==> config.mk <==
export PLATFORM = sky130hd
export DESIGN_NAME = weight_fetcher_flat
export DESIGN_NICKNAME = d
export VERILOG_FILES = /design/src/rtl/weight_fetcher_pkg.sv /design/src/rtl/weight_fetcher_if.sv /design/src/rtl/weight_fetcher_fifo.sv /design/src/rtl/weight_fetcher.sv /design/src/flat_wrapper.sv
export SDC_FILE = /design/constraint.sdc
export NUM_CORES = 1
export LEC_CHECK = 0
export ABC_CLOCK_PERIOD_IN_PS = 3800
export BUFFER_PORTS_ARGS = -buffer_cell sky130_fd_sc_hd__buf_2
export CAP_MARGIN = 0
export CORE_MARGIN = 2
export CORE_UTILIZATION = 54
export DETAILED_ROUTE_END_ITERATION = 6
export PLACE_DENSITY = 0.75
export SETUP_SLACK_MARGIN = 0.05
export SLEW_MARGIN = 10
export SYNTH_ARGS = -nofsm -noshare
export SYNTH_HDL_FRONTEND = slang
export SYNTH_SLANG_ARGS = --single-unit
==> constraint.sdc <==
create_clock -name clock -period 3.8 [get_ports clock]
set_input_delay 0.57 -clock clock [delete_from_list [all_inputs] [get_ports clock]]
set_output_delay 0.57 -clock clock [all_outputs]
set_load 0.01 [all_outputs]
==> src/rtl/weight_fetcher_pkg.sv <==
// weight_fetch_pkg: shared definitions for the weight fetcher.
//   fetch_state_e      - job FSM states
//   PACK_DEFAULT       - bytes packed per output word
//   FIFO_DEPTH_DEFAULT - output FIFO depth in words
package weight_fetch_pkg;

  localparam int PACK_DEFAULT       = 4;
  localparam int FIFO_DEPTH_DEFAULT = 4;

  typedef enum logic [1:0] {
    ST_IDLE  = 2'd0,
    ST_FETCH = 2'd1,
    ST_DRAIN = 2'd2,
    ST_DONE  = 2'd3
  } fetch_state_e;

endpackage

==> src/rtl/weight_fetcher_if.sv <==
// weight_fetcher_if: memory-read and packed-output streams of the weight fetcher.
//   mem_read_addr/en   - byte read request (fetcher -> memory)
//   mem_read_data/valid- read return, one cycle after the request
//   out_data/valid/last- packed weight word stream (fetcher -> consumer)
//   out_ready          - consumer accepts the current word
//   modport master: the fetcher side; modport slave: memory + consumer side
interface weight_fetcher_if
  import weight_fetch_pkg::*;
#(
  parameter int ADDR_WIDTH = 16,
  parameter int PACK       = PACK_DEFAULT
) ();

  logic [ADDR_WIDTH-1:0] mem_read_addr;
  logic                  mem_read_en;
  logic [7:0]            mem_read_data;
  logic                  mem_read_valid;
  logic [8*PACK-1:0]     out_data;
  logic                  out_valid;
  logic                  out_ready;
  logic                  out_last;

  modport master (
    output mem_read_addr, mem_read_en,
    input  mem_read_data, mem_read_valid,
    output out_data, out_valid, out_last,
    input  out_ready
  );

  modport slave (
    input  mem_read_addr, mem_read_en,
    output mem_read_data, mem_read_valid,
    input  out_data, out_valid, out_last,
    output out_ready
  );

endinterface

==> src/rtl/weight_fetcher_fifo.sv <==
// fetch_fifo: small show-ahead synchronous FIFO.
//   clock, reset        - clock, synchronous active-high reset (flushes contents)
//   push, push_data     - write a word (ignored when full)
//   pop                 - drop the head word (ignored when empty)
//   head_data           - current head word, valid whenever !empty
//   count, full, empty  - occupancy
// The head is read combinationally so a word is visible the cycle after it
// is pushed; the depth is tiny, so this maps to distributed RAM.
module fetch_fifo #(
  parameter int WIDTH = 33,
  parameter int DEPTH = 4
) (
  input  logic                   clock,
  input  logic                   reset,
  input  logic                   push,
  input  logic [WIDTH-1:0]       push_data,
  input  logic                   pop,
  output logic [WIDTH-1:0]       head_data,
  output logic [$clog2(DEPTH):0] count,
  output logic                   full,
  output logic                   empty
);

  localparam int AW = $clog2(DEPTH);

  logic [WIDTH-1:0] mem_reg [DEPTH];
  logic [AW-1:0]    wr_ptr_reg, rd_ptr_reg;
  logic [AW:0]      count_reg;
  logic             push_ok, pop_ok;

  assign full      = (count_reg == (AW+1)'(DEPTH));
  assign empty     = (count_reg == '0);
  assign push_ok   = push && !full;
  assign pop_ok    = pop && !empty;
  assign head_data = mem_reg[rd_ptr_reg];
  assign count     = count_reg;

  always_ff @(posedge clock) begin
    if (push_ok) mem_reg[wr_ptr_reg] <= push_data;
  end

  always_ff @(posedge clock) begin
    if (reset) begin
      wr_ptr_reg <= '0;
      rd_ptr_reg <= '0;
      count_reg  <= '0;
    end else begin
      if (push_ok) wr_ptr_reg <= wr_ptr_reg + AW'(1);
      if (pop_ok)  rd_ptr_reg <= rd_ptr_reg + AW'(1);
      // Simultaneous push and pop leaves the count unchanged.
      case ({push_ok, pop_ok})
        2'b10:   count_reg <= count_reg + (AW+1)'(1);
        2'b01:   count_reg <= count_reg - (AW+1)'(1);
        default: count_reg <= count_reg;
      endcase
    end
  end

endmodule

==> src/rtl/weight_fetcher.sv <==
// weight_fetcher: reads a run of bytes from weight memory, packs PACK bytes
// little-endian into words and streams them out through a small FIFO.
//   clock, reset        - clock, synchronous active-high reset
//   start               - job request, taken only in IDLE
//   base_addr, length   - first byte address and byte count of the job
//   busy                - high while fetching or draining
//   done                - one-cycle completion pulse
//   bus (master)        - memory read port and packed output stream
module weight_fetcher
  import weight_fetch_pkg::*;
#(
  parameter int ADDR_WIDTH = 16,
  parameter int PACK       = PACK_DEFAULT,
  parameter int FIFO_DEPTH = FIFO_DEPTH_DEFAULT
) (
  input  logic                  clock,
  input  logic                  reset,
  input  logic                  start,
  input  logic [ADDR_WIDTH-1:0] base_addr,
  input  logic [ADDR_WIDTH:0]   length,
  output logic                  busy,
  output logic                  done,
  weight_fetcher_if.master      bus
);

  localparam int LW  = ADDR_WIDTH + 1;
  localparam int WW  = 8 * PACK;
  localparam int PW  = $clog2(PACK) + 1;
  localparam int CAP = FIFO_DEPTH * PACK;
  localparam int CW  = $clog2(CAP) + 2;
  localparam int NW  = $clog2(FIFO_DEPTH) + 1;

  fetch_state_e          state_reg, state_next;
  logic [ADDR_WIDTH-1:0] rd_addr_reg;
  logic [LW-1:0]         length_reg, issued_reg, recv_cnt_reg;
  logic                  inflight_reg;
  logic [PW-1:0]         pack_cnt_reg;
  logic [WW-1:0]         pack_data_reg;

  logic [CW-1:0] used;
  logic          issue, last_issue, accept, final_byte, push, pop;
  logic [WW-1:0] pack_word;
  logic [WW:0]   head_data;
  logic [NW-1:0] fifo_count;
  logic          fifo_full, fifo_empty;

  // Every byte between issue and pop is accounted for here, so a read is only
  // issued when its returning byte is guaranteed a slot.
  assign used = CW'(fifo_count) * CW'(PACK) + CW'(pack_cnt_reg) + CW'(inflight_reg);

  assign issue      = (state_reg == ST_FETCH) && (used < CW'(CAP)) && !fifo_full;
  assign last_issue = issue && (issued_reg == length_reg - LW'(1));
  // A return with no read outstanding (e.g. just after reset) is stale.
  assign accept     = bus.mem_read_valid && inflight_reg;
  assign final_byte = (recv_cnt_reg == length_reg - LW'(1));

  // Incoming byte lands in its lane; packer lanes are cleared after each push,
  // which zero-pads a short final word.
  for (genvar gi = 0; gi < PACK; gi++) begin : g_lane
    assign pack_word[8*gi +: 8] = (accept && pack_cnt_reg == PW'(gi)) ?
                                  bus.mem_read_data : pack_data_reg[8*gi +: 8];
  end

  assign push = accept && ((pack_cnt_reg == PW'(PACK - 1)) || final_byte);
  assign pop  = !fifo_empty && bus.out_ready;

  fetch_fifo #(
    .WIDTH (WW + 1),
    .DEPTH (FIFO_DEPTH)
  ) u_fifo (
    .clock     (clock),
    .reset     (reset),
    .push      (push),
    .push_data ({final_byte, pack_word}),
    .pop       (pop),
    .head_data (head_data),
    .count     (fifo_count),
    .full      (fifo_full),
    .empty     (fifo_empty)
  );

  assign bus.mem_read_en   = issue;
  assign bus.mem_read_addr = rd_addr_reg;
  assign bus.out_valid     = !fifo_empty;
  assign bus.out_data      = fifo_empty ? '0 : head_data[WW-1:0];
  assign bus.out_last      = !fifo_empty && head_data[WW];
  assign busy              = (state_reg == ST_FETCH) || (state_reg == ST_DRAIN);
  assign done              = (state_reg == ST_DONE);

  always_comb begin
    state_next = state_reg;
    case (state_reg)
      ST_IDLE:  if (start) state_next = (length == '0) ? ST_DONE : ST_FETCH;
      ST_FETCH: if (last_issue) state_next = ST_DRAIN;
      ST_DRAIN: if (pop && head_data[WW]) state_next = ST_DONE;
      ST_DONE:  state_next = ST_IDLE;
      default:  state_next = ST_IDLE;
    endcase
  end

  always_ff @(posedge clock) begin
    if (reset) begin
      state_reg     <= ST_IDLE;
      rd_addr_reg   <= '0;
      length_reg    <= '0;
      issued_reg    <= '0;
      recv_cnt_reg  <= '0;
      inflight_reg  <= 1'b0;
      pack_cnt_reg  <= '0;
      pack_data_reg <= '0;
    end else begin
      state_reg    <= state_next;
      inflight_reg <= issue;
      if (state_reg == ST_IDLE && start) begin
        rd_addr_reg   <= base_addr;
        length_reg    <= length;
        issued_reg    <= '0;
        recv_cnt_reg  <= '0;
        pack_cnt_reg  <= '0;
        pack_data_reg <= '0;
      end else begin
        if (issue) begin
          rd_addr_reg <= rd_addr_reg + ADDR_WIDTH'(1);
          issued_reg  <= issued_reg + LW'(1);
        end
        if (accept) begin
          recv_cnt_reg <= recv_cnt_reg + LW'(1);
          if (push) begin
            pack_cnt_reg  <= '0;
            pack_data_reg <= '0;
          end else begin
            pack_cnt_reg  <= pack_cnt_reg + PW'(1);
            pack_data_reg <= pack_word;
          end
        end
      end
    end
  end

endmodule
==> src/flat_wrapper.sv <==
// flat-port wrapper written by rule: the top's interface ports become plain ports
module weight_fetcher_flat import weight_fetch_pkg::*;
#(
  parameter int ADDR_WIDTH = 16,
  parameter int PACK       = PACK_DEFAULT,
  parameter int FIFO_DEPTH = FIFO_DEPTH_DEFAULT
)
  (clock, reset, start, base_addr, length, busy, done, bus_mem_read_addr, bus_mem_read_en, bus_mem_read_data, bus_mem_read_valid, bus_out_data, bus_out_valid, bus_out_last, bus_out_ready);
  weight_fetcher_if #(.ADDR_WIDTH(ADDR_WIDTH), .PACK(PACK)) bus_i ();
  input  logic clock;
  input  logic reset;
  input  logic start;
  input  logic [ADDR_WIDTH-1:0] base_addr;
  input  logic [ADDR_WIDTH:0] length;
  output logic busy;
  output logic done;
  output wire logic [$bits(bus_i.mem_read_addr)-1:0] bus_mem_read_addr;
  output wire logic [$bits(bus_i.mem_read_en)-1:0] bus_mem_read_en;
  input wire logic [$bits(bus_i.mem_read_data)-1:0] bus_mem_read_data;
  input wire logic [$bits(bus_i.mem_read_valid)-1:0] bus_mem_read_valid;
  output wire logic [$bits(bus_i.out_data)-1:0] bus_out_data;
  output wire logic [$bits(bus_i.out_valid)-1:0] bus_out_valid;
  output wire logic [$bits(bus_i.out_last)-1:0] bus_out_last;
  input wire logic [$bits(bus_i.out_ready)-1:0] bus_out_ready;
  assign bus_mem_read_addr = bus_i.mem_read_addr;
  assign bus_mem_read_en = bus_i.mem_read_en;
  assign bus_i.mem_read_data = bus_mem_read_data;
  assign bus_i.mem_read_valid = bus_mem_read_valid;
  assign bus_out_data = bus_i.out_data;
  assign bus_out_valid = bus_i.out_valid;
  assign bus_out_last = bus_i.out_last;
  assign bus_i.out_ready = bus_out_ready;
  weight_fetcher #(.ADDR_WIDTH(ADDR_WIDTH), .PACK(PACK), .FIFO_DEPTH(FIFO_DEPTH)) u_core (.clock(clock), .reset(reset), .start(start), .base_addr(base_addr), .length(length), .busy(busy), .done(done), .bus(bus_i));
endmodule
## After elaboration in Yosys (flattened, before gate mapping)

Memories as Yosys holds them, arrays and structs flattened. A register that Yosys moved wholly into a read port is not among the register bits.
Index checks and enable logic that the tools add are counted.
W data, S select, Z words.

| storage, ports and cells | value |
|---|---|
| bits in registers | 112 |
| bits in writable memories | 132 |
| output and inout port bits | 53 |
| logic and storage cells | 84 |
| memories | 1 |

Memories:

| name | words | width | rd ports | clocked after Yosys merged registers in | wr ports | RTL line | source |
|---|---|---|---|---|---|---|---|
| u_core.u_fifo.mem_reg | 4 | 33 | 1 | 1 | 1 | weight_fetcher_fifo.sv:26 | `logic [WIDTH-1:0] mem_reg [DEPTH];` |

| cells by class | value |
|---|---|
| add/sub/neg operators | 11 |
| $lt $le $gt $ge | 1 |
| equal/unequal tests | 14 |
| mux-type cells | 19 |
| reduce and logical (&&, ||, !) cells | 27 |

Operator list:

| operator | number |
|---|---|
| $mux W32 | 2 |
| $add A17 B1 Y17 const B | 2 |
| $eq A17 B17 Y1 | 2 |
| $mux W16 | 2 |
| $mux W8 | 4 |
| $logic_not A17 Y1 | 1 |
| $sub A17 B1 Y17 const B | 1 |
| $add A16 B1 Y16 const B | 1 |
| $logic_and A1 B1 Y1 | 15 |
| $mux W2 | 6 |
| $pmux W2 S4 | 1 |
| $add A3 B1 Y3 const B | 2 |
| $add A5 B3 Y6 | 1 |
| $add A6 B1 Y6 | 1 |
| $eq A2 B2 Y1 const B | 3 |
| $eq A3 B2 Y1 const B | 2 |
| $logic_not A3 Y1 | 2 |
| $lt A6 B5 Y1 const B | 1 |
| $pmux W3 S2 | 1 |
| $add A2 B1 Y2 const B | 2 |
| $eq A2 B1 Y1 const B | 2 |
| $ne A2 B2 Y1 const B | 2 |
| $reduce_bool A2 Y1 | 2 |
| $eq A3 B1 Y1 const B | 1 |
| 10 further kinds | 13 |

## Logic depth before layout (Yosys ltp)

| depth | value |
|---|---|
| word-level depth | 8 |
| gate-level depth with buffers | 16 |
| gate-level depth less buffers | 16 |

## Cells and area by module

From an unflattened synthesis, not the netlist that was laid out.

| second synthesis, totals | value |
|---|---|
| cells, all modules | 913 |
| area total of the unflattened synthesis | 11317.1 µm² |

Modules (own cells, without submodules):

| module | times used | cells an instance | area an instance (µm²) | sequential area each (µm²) |
|---|---|---|---|---|
| weight_fetcher | 1 | 686 | 6020.8 | 2102.0 |
| fetch_fifo | 1 | 227 | 5296.3 | 4144.0 |

## Worst setup path before layout

Ideal clock, no wire load.

| timing path | value |
|---|---|
| path type | register -> register |
| start | reg u_core.length_reg[0] |
| end | mem u_core.u_fifo.mem_reg[0][0], enable pin |
| setup time | 0.393 ns |
| arrival | 3.662 ns |
| path slack | -0.256 ns |
| cell stages (with the launch flop) | 11 |
| buffers on the path | 0 |
| clock period less this slack | 4.056 ns |
| path through | dfxtp_1 > inv_1 > ha_1 > or3b_2 > or4b_1 > xor2_1 > xnor2_1 > nand2_1 > nor4_4 > o21a_2 > and2_1 |

| between the ends | value |
|---|---|
| longest elaborated chain between the ends | 7 |

RTL lines:

| element | RTL line | source |
|---|---|---|
| from (decl) | weight_fetcher.sv:35 | `logic [LW-1:0] length_reg, issued_reg, recv_cnt_reg;` |
| from (signal assigned) | weight_fetcher.sv:116 | `length_reg <= length;` |
| $sub A17 B1 Y17 | weight_fetcher.sv:55 | `assign final_byte = (recv_cnt_reg == length_reg - LW'(1));` |
| $eq A17 B17 Y1 | weight_fetcher.sv:55 |  |
| $logic_or A1 B1 Y1 | weight_fetcher.sv:64 | `assign push = accept && ((pack_cnt_reg == PW'(PACK - 1)) \|\| final_byte);` |
| $logic_and A1 B1 Y1 | weight_fetcher.sv:64 |  |
| $logic_and A1 B1 Y1 | weight_fetcher_fifo.sv:33 | `assign push_ok = push && !full;` |
| $mux W1 | weight_fetcher_fifo.sv:39 | `if (push_ok) mem_reg[wr_ptr_reg] <= push_data;` |
| $mux W1 (implied by the code) | weight_fetcher_fifo.sv:39 |  |
| to (decl) | weight_fetcher_fifo.sv:26 |  |

Every way passes these cells.

## Worst setup path after layout

| timing path | value |
|---|---|
| start | reg u_core.length_reg[0] |
| end | reg u_core.u_fifo.count_reg[2] (netlist: u_core.u_fifo.count[2]) |

| between the ends | value |
|---|---|
| longest elaborated chain between the ends | 7 |

RTL lines:

| element | RTL line | source |
|---|---|---|
| $sub A17 B1 Y17 * | weight_fetcher.sv:55 |  |
| $eq A17 B17 Y1 * | weight_fetcher.sv:55 |  |
| $logic_or A1 B1 Y1 * | weight_fetcher.sv:64 |  |
| $logic_and A1 B1 Y1 * | weight_fetcher.sv:64 |  |
| $logic_and A1 B1 Y1 * | weight_fetcher_fifo.sv:33 |  |
| $eq A2 B1 Y1 / $eq A2 B2 Y1 (equally long branches) | weight_fetcher_fifo.sv:51 | `case ({push_ok, pop_ok})` |
| $pmux W3 S2 / $reduce_bool A2 Y1 (equally long branches) | -- |  |
| to (signal assigned) | weight_fetcher_fifo.sv:52 | `2'b10: count_reg <= count_reg + (AW+1)'(1);` |
| to (signal assigned) | weight_fetcher_fifo.sv:53 | `2'b01: count_reg <= count_reg - (AW+1)'(1);` |
| to (signal assigned) | weight_fetcher_fifo.sv:54 | `default: count_reg <= count_reg;` |
| to (decl) | weight_fetcher_fifo.sv:28 | `logic [AW:0] count_reg;` |

Mark *: on every way between the ends. The rest lies on a longest branch, timed or not.
A chain may end at the register's enable or synchronous reset.

==> metrics.log <==
INFO  metric final.setup_skew = between 0.02 and 0.03 ns
INFO  metric cp-start-kind = flip-flop
INFO  metric die_w = approximately 150 um
INFO  metric antenna_diodes = 0
INFO  metric grt_antenna_before_repair = 1
INFO  metric timing.critical_path.to_type = flip-flop
INFO  metric fin_setup_tns = 0 ns
INFO  metric route.detailed.drc = 0
INFO  metric min_path_type = primary input to flip-flop
INFO  metric r2r_setup_slack = around 0.23 ns
INFO  metric place.detailed.hpwl = 16.2 mm
INFO  metric p_leak = 4.96 nW
INFO  metric post_drt_antenna_nets = 0
INFO  metric outcome = finished, final reports clean
INFO  metric setup_violations = 0
INFO  metric tritoncts = yes
INFO  metric layout.nets = between 1k and 1.5k
INFO  metric initial_core_util = 55.0%
INFO  metric grt_pass1_vias = 7366
INFO  metric post_cts_hold_buffer_count = 0
INFO  metric syn-mean-instance-area = 11.6 um2
INFO  metric finalWirelength = 23.7 mm
INFO  metric clk_root_buffer_cell = clkbuf_16
INFO  metric rr_worst_depth = 16
INFO  metric ys_types = about 60
INFO  metric min_delay_src = length[8]
INFO  metric yosysMostFrequentCell = edfxtp_1
INFO  metric yosys-top-cells-count = 132 x edfxtp_1, 116 x nand2_1, 114 x dfxtp_1, 75 x nor2_1, 49 x xor2_1
INFO  metric core.rowCount = 52
INFO  metric yosysTopAreaCell = edfxtp_1
INFO  metric route.detailed.vias_per_inst = between 5 and 6
INFO  metric timing.rr.start = u_core.length_reg[0]
INFO  metric wl_per_cell = 17.5 um
INFO  metric power.ir.vdd_worst = 0.000394 V
INFO  metric cpMaxStageDelayCell = or4b_4
INFO  metric mapped_nets = approximately 1.0k
INFO  metric timing_hold_violations_final = 0
INFO  metric critical_path_peak_fanout = 4
INFO  metric place.port_buffers = 98
INFO  metric cts.sink_count = 246
INFO  metric area_growth_syn_to_layout = 16.0%
INFO  metric synth_enable_flop_cells = 132
INFO  metric power.density_cell_area = 511 nW/um2
INFO  metric rr_endpoint = u_core.u_fifo.count[2]
INFO  metric cp_top_family = simple AND/OR/NAND/NOR gates
INFO  metric synth_largest_type_area_fraction = 35.6%
INFO  metric worst-path-stages = 16
INFO  metric cp_slowest_stage_delay = 0.54 ns
INFO  metric cts.path.max_buffers = 3
INFO  metric synthArstFlopShare = 0%
INFO  metric grt_overflow = 0
INFO  metric ctsHtreeMaxLevel = 1
INFO  metric largest_register_ffs = 132
INFO  metric min_to = u_core.length_reg[8]
INFO  metric worst_slew_pin_tran = approximately 1.2 ns
INFO  metric design.portCount = 99
INFO  metric fmax = 280 MHz
INFO  metric gp_congestion = 0.884
INFO  metric initialDrtViolationCount = 539
INFO  metric synth.yosys.seq_area_share = 56.2%
INFO  metric ys_warn_count = 0
INFO  metric grt_util_all_layers = 22.0%
INFO  metric setup_repair_after_global_routing_missed_its_margin = no
INFO  metric cp_data_required_time = approximately 4.3 ns
INFO  metric timing.max_cap.violations = 0
INFO  metric startpoint_to_endpoint_class_of_the_critical_path = flip-flop to flip-flop
INFO  metric ys_ff_latch = 246
INFO  metric core_region_area = 20200 um2
INFO  metric drt_first_pass_iters = 5
INFO  metric yosys_most_used_dff = edfxtp_1
INFO  metric post-route-period-util = 94.0%
INFO  metric post_dp_cell_area = 12100 um2
INFO  metric clk_pin_slew = 0.06 ns
INFO  metric post-route-cell-area = 12900 um2
INFO  metric num_cts_buffers = 24
INFO  metric worstPathBufferInverterCount = 3
INFO  metric routed-via-count = about 7.6k
INFO  metric fillers = ~1.6k
INFO  metric final_layout_size_suffix_gt1_share = 23.6%
INFO  metric synth.top_cells.by_area = edfxtp_1 36%, dfxtp_1 21%, mux4_2 6.7%
INFO  metric timing.final.max_slew_violations = 0
INFO  metric clock_insertion_delay_worst_skew = 0.53 ns
INFO  metric critical_path.cell_chain = inv_2 > ha_2 > or3b_4 > or4b_4 > xor2_2 > xnor2_1 > nand2_1 > nor4_4 > o21a_2 > inv_1 > ha_2 > inv_1 > fa_1 > xor2_1 > or3_1 > a21oi_1
INFO  metric grt_first_pass_wirelength = 38.5 mm
INFO  metric postSynthCellCount = approximately 960
INFO  metric die-height = about 150 um
INFO  metric netlist_area = 11100 um2
INFO  metric worstPathArrival = 4.04 ns
INFO  metric min_period = 3.57 ns
INFO  metric slew_headroom = approximately 17%
INFO  metric grt_start_max_net_pins = 50
INFO  metric hold-path-cell-count = 3
INFO  metric die-area = 21800 um2
[area by class of cell]
| type | count | area (um2) | area share [%] |
|---|---|---|---|
| clock inverter | 13 | 125 | 0.970 |
| inverter | 20 | 75.1 | 0.582 |
| timing repair buffer | 130 | 781 | 6.05 |
| multi-input combinational | 645 | 4700 | 36.4 |
| sequential | 246 | 6250 | 48.4 |
| tap | 270 | 338 | 2.62 |
| clock buffer | 31 | 637 | 4.94 |
[report_power, final]
group	switching (W)	leakage [nW]	internal (W)	total (W)
clock	0.00100	0.357	0.00127	0.00227
sequential	0.000131	2.39	0.00288	0.00301
combinational	0.000759	2.22	0.000552	0.00131
total	0.00189	4.96	0.00470	0.00659
[per-stage QoR]
stage,worst slack [ns],cells,hold slack [ns],util [%],power [W]
6_report,0.229,1355,0.308,63.8,0.00659
5_1_grt,0.0469,1355,0.300,63.8,0.00688
4_1_cts,0.0760,1352,0.290,63.4,0.00655
3_5_place_dp,0.0187,1308,0.437,59.6,0.00430
3_3_place_gp,0.143,1308,0.428,59.6,0.00428
2_1_floorplan,0.0974,957,0.420,-,0.00390
[metal layers]
| layer | wire length (um) | global-route usage [%] |
|---|---|---|
| met5 | 13 | 0 |
| met3 | 1300 | 2.96 |
| met2 | 11200 | 36.6 |
| met4 | 584 | 6.59 |
| met1 | 10600 | 30.4 |
[layout by cell type (no fill, tap or decap), types with 3 or more instances in the layout]
master,instances
buf_4,28
o21ai_0,37
edfxtp_1,132
a211oi_1,19
inv_1,19
nor3_1,9
o311ai_0,3
xor2_1,48
or4_1,3
clkinv_2,3
or3_1,8
mux2_2,32
and2_2,4
a21oi_1,32
nor2b_1,8
a31oi_1,3
nand2_1,116
clkbuf_1,6
xnor2_1,35
or2_2,3
clkinv_1,3
nor2_1,73
and3_1,13
nor4_1,11
nand3_1,28
buf_12,4
ha_1,18
buf_2,98
mux4_2,33
nand4_1,18
and4_1,5
and2_1,39
clkbuf_16,24
clkinvlp_4,4
dfxtp_1,113
[timing repair]
action                                  CTS  global route
buffers inserted                          0             3
endpoints found under the setup margin    1             2
gates resized for setup                   0            10
hold endpoints to repair                  0             0
pin swaps                                 1             5
[worst max path at each step]
stage	start	end	slack (ns)
finish	u_core.length_reg[0]	u_core.u_fifo.count[2]	0.23
global route	u_core.length_reg[0]	u_core.u_fifo.count[2]	0.05
CTS	u_core.length_reg[0]	u_core.u_fifo.count[2]	0.08
detailed placement	u_core.length_reg[0]	u_core.u_fifo.count[2]	0.02
global placement	u_core.length_reg[0]	u_core.u_fifo.count[2]	0.14
floorplan	u_core.length_reg[0]	u_core.u_fifo.count[2]	0.1
[worst min-delay path, delay by kind of cell]
kind	cells	cell delay, ns
simple gates	1	0.05
buf+inv	1	0.10
compound gates	1	0.05
[cells by family (layout without fill, tap and decap cells)]
group | after synthesis | after routing | synth area share, %
mux | 68 | 68 | 10.2
compound gates | 113 | 113 | 6.27
flops | 246 | 246 | 56.2
fa+ha+maj | 21 | 21 | 2.43
simple gates | 359 | 359 | 16.1
buf+inv | 66 | 194 | 2.24
xor+xnor | 84 | 84 | 6.62
No activity file was read; power rests on OpenSTA's default activity.
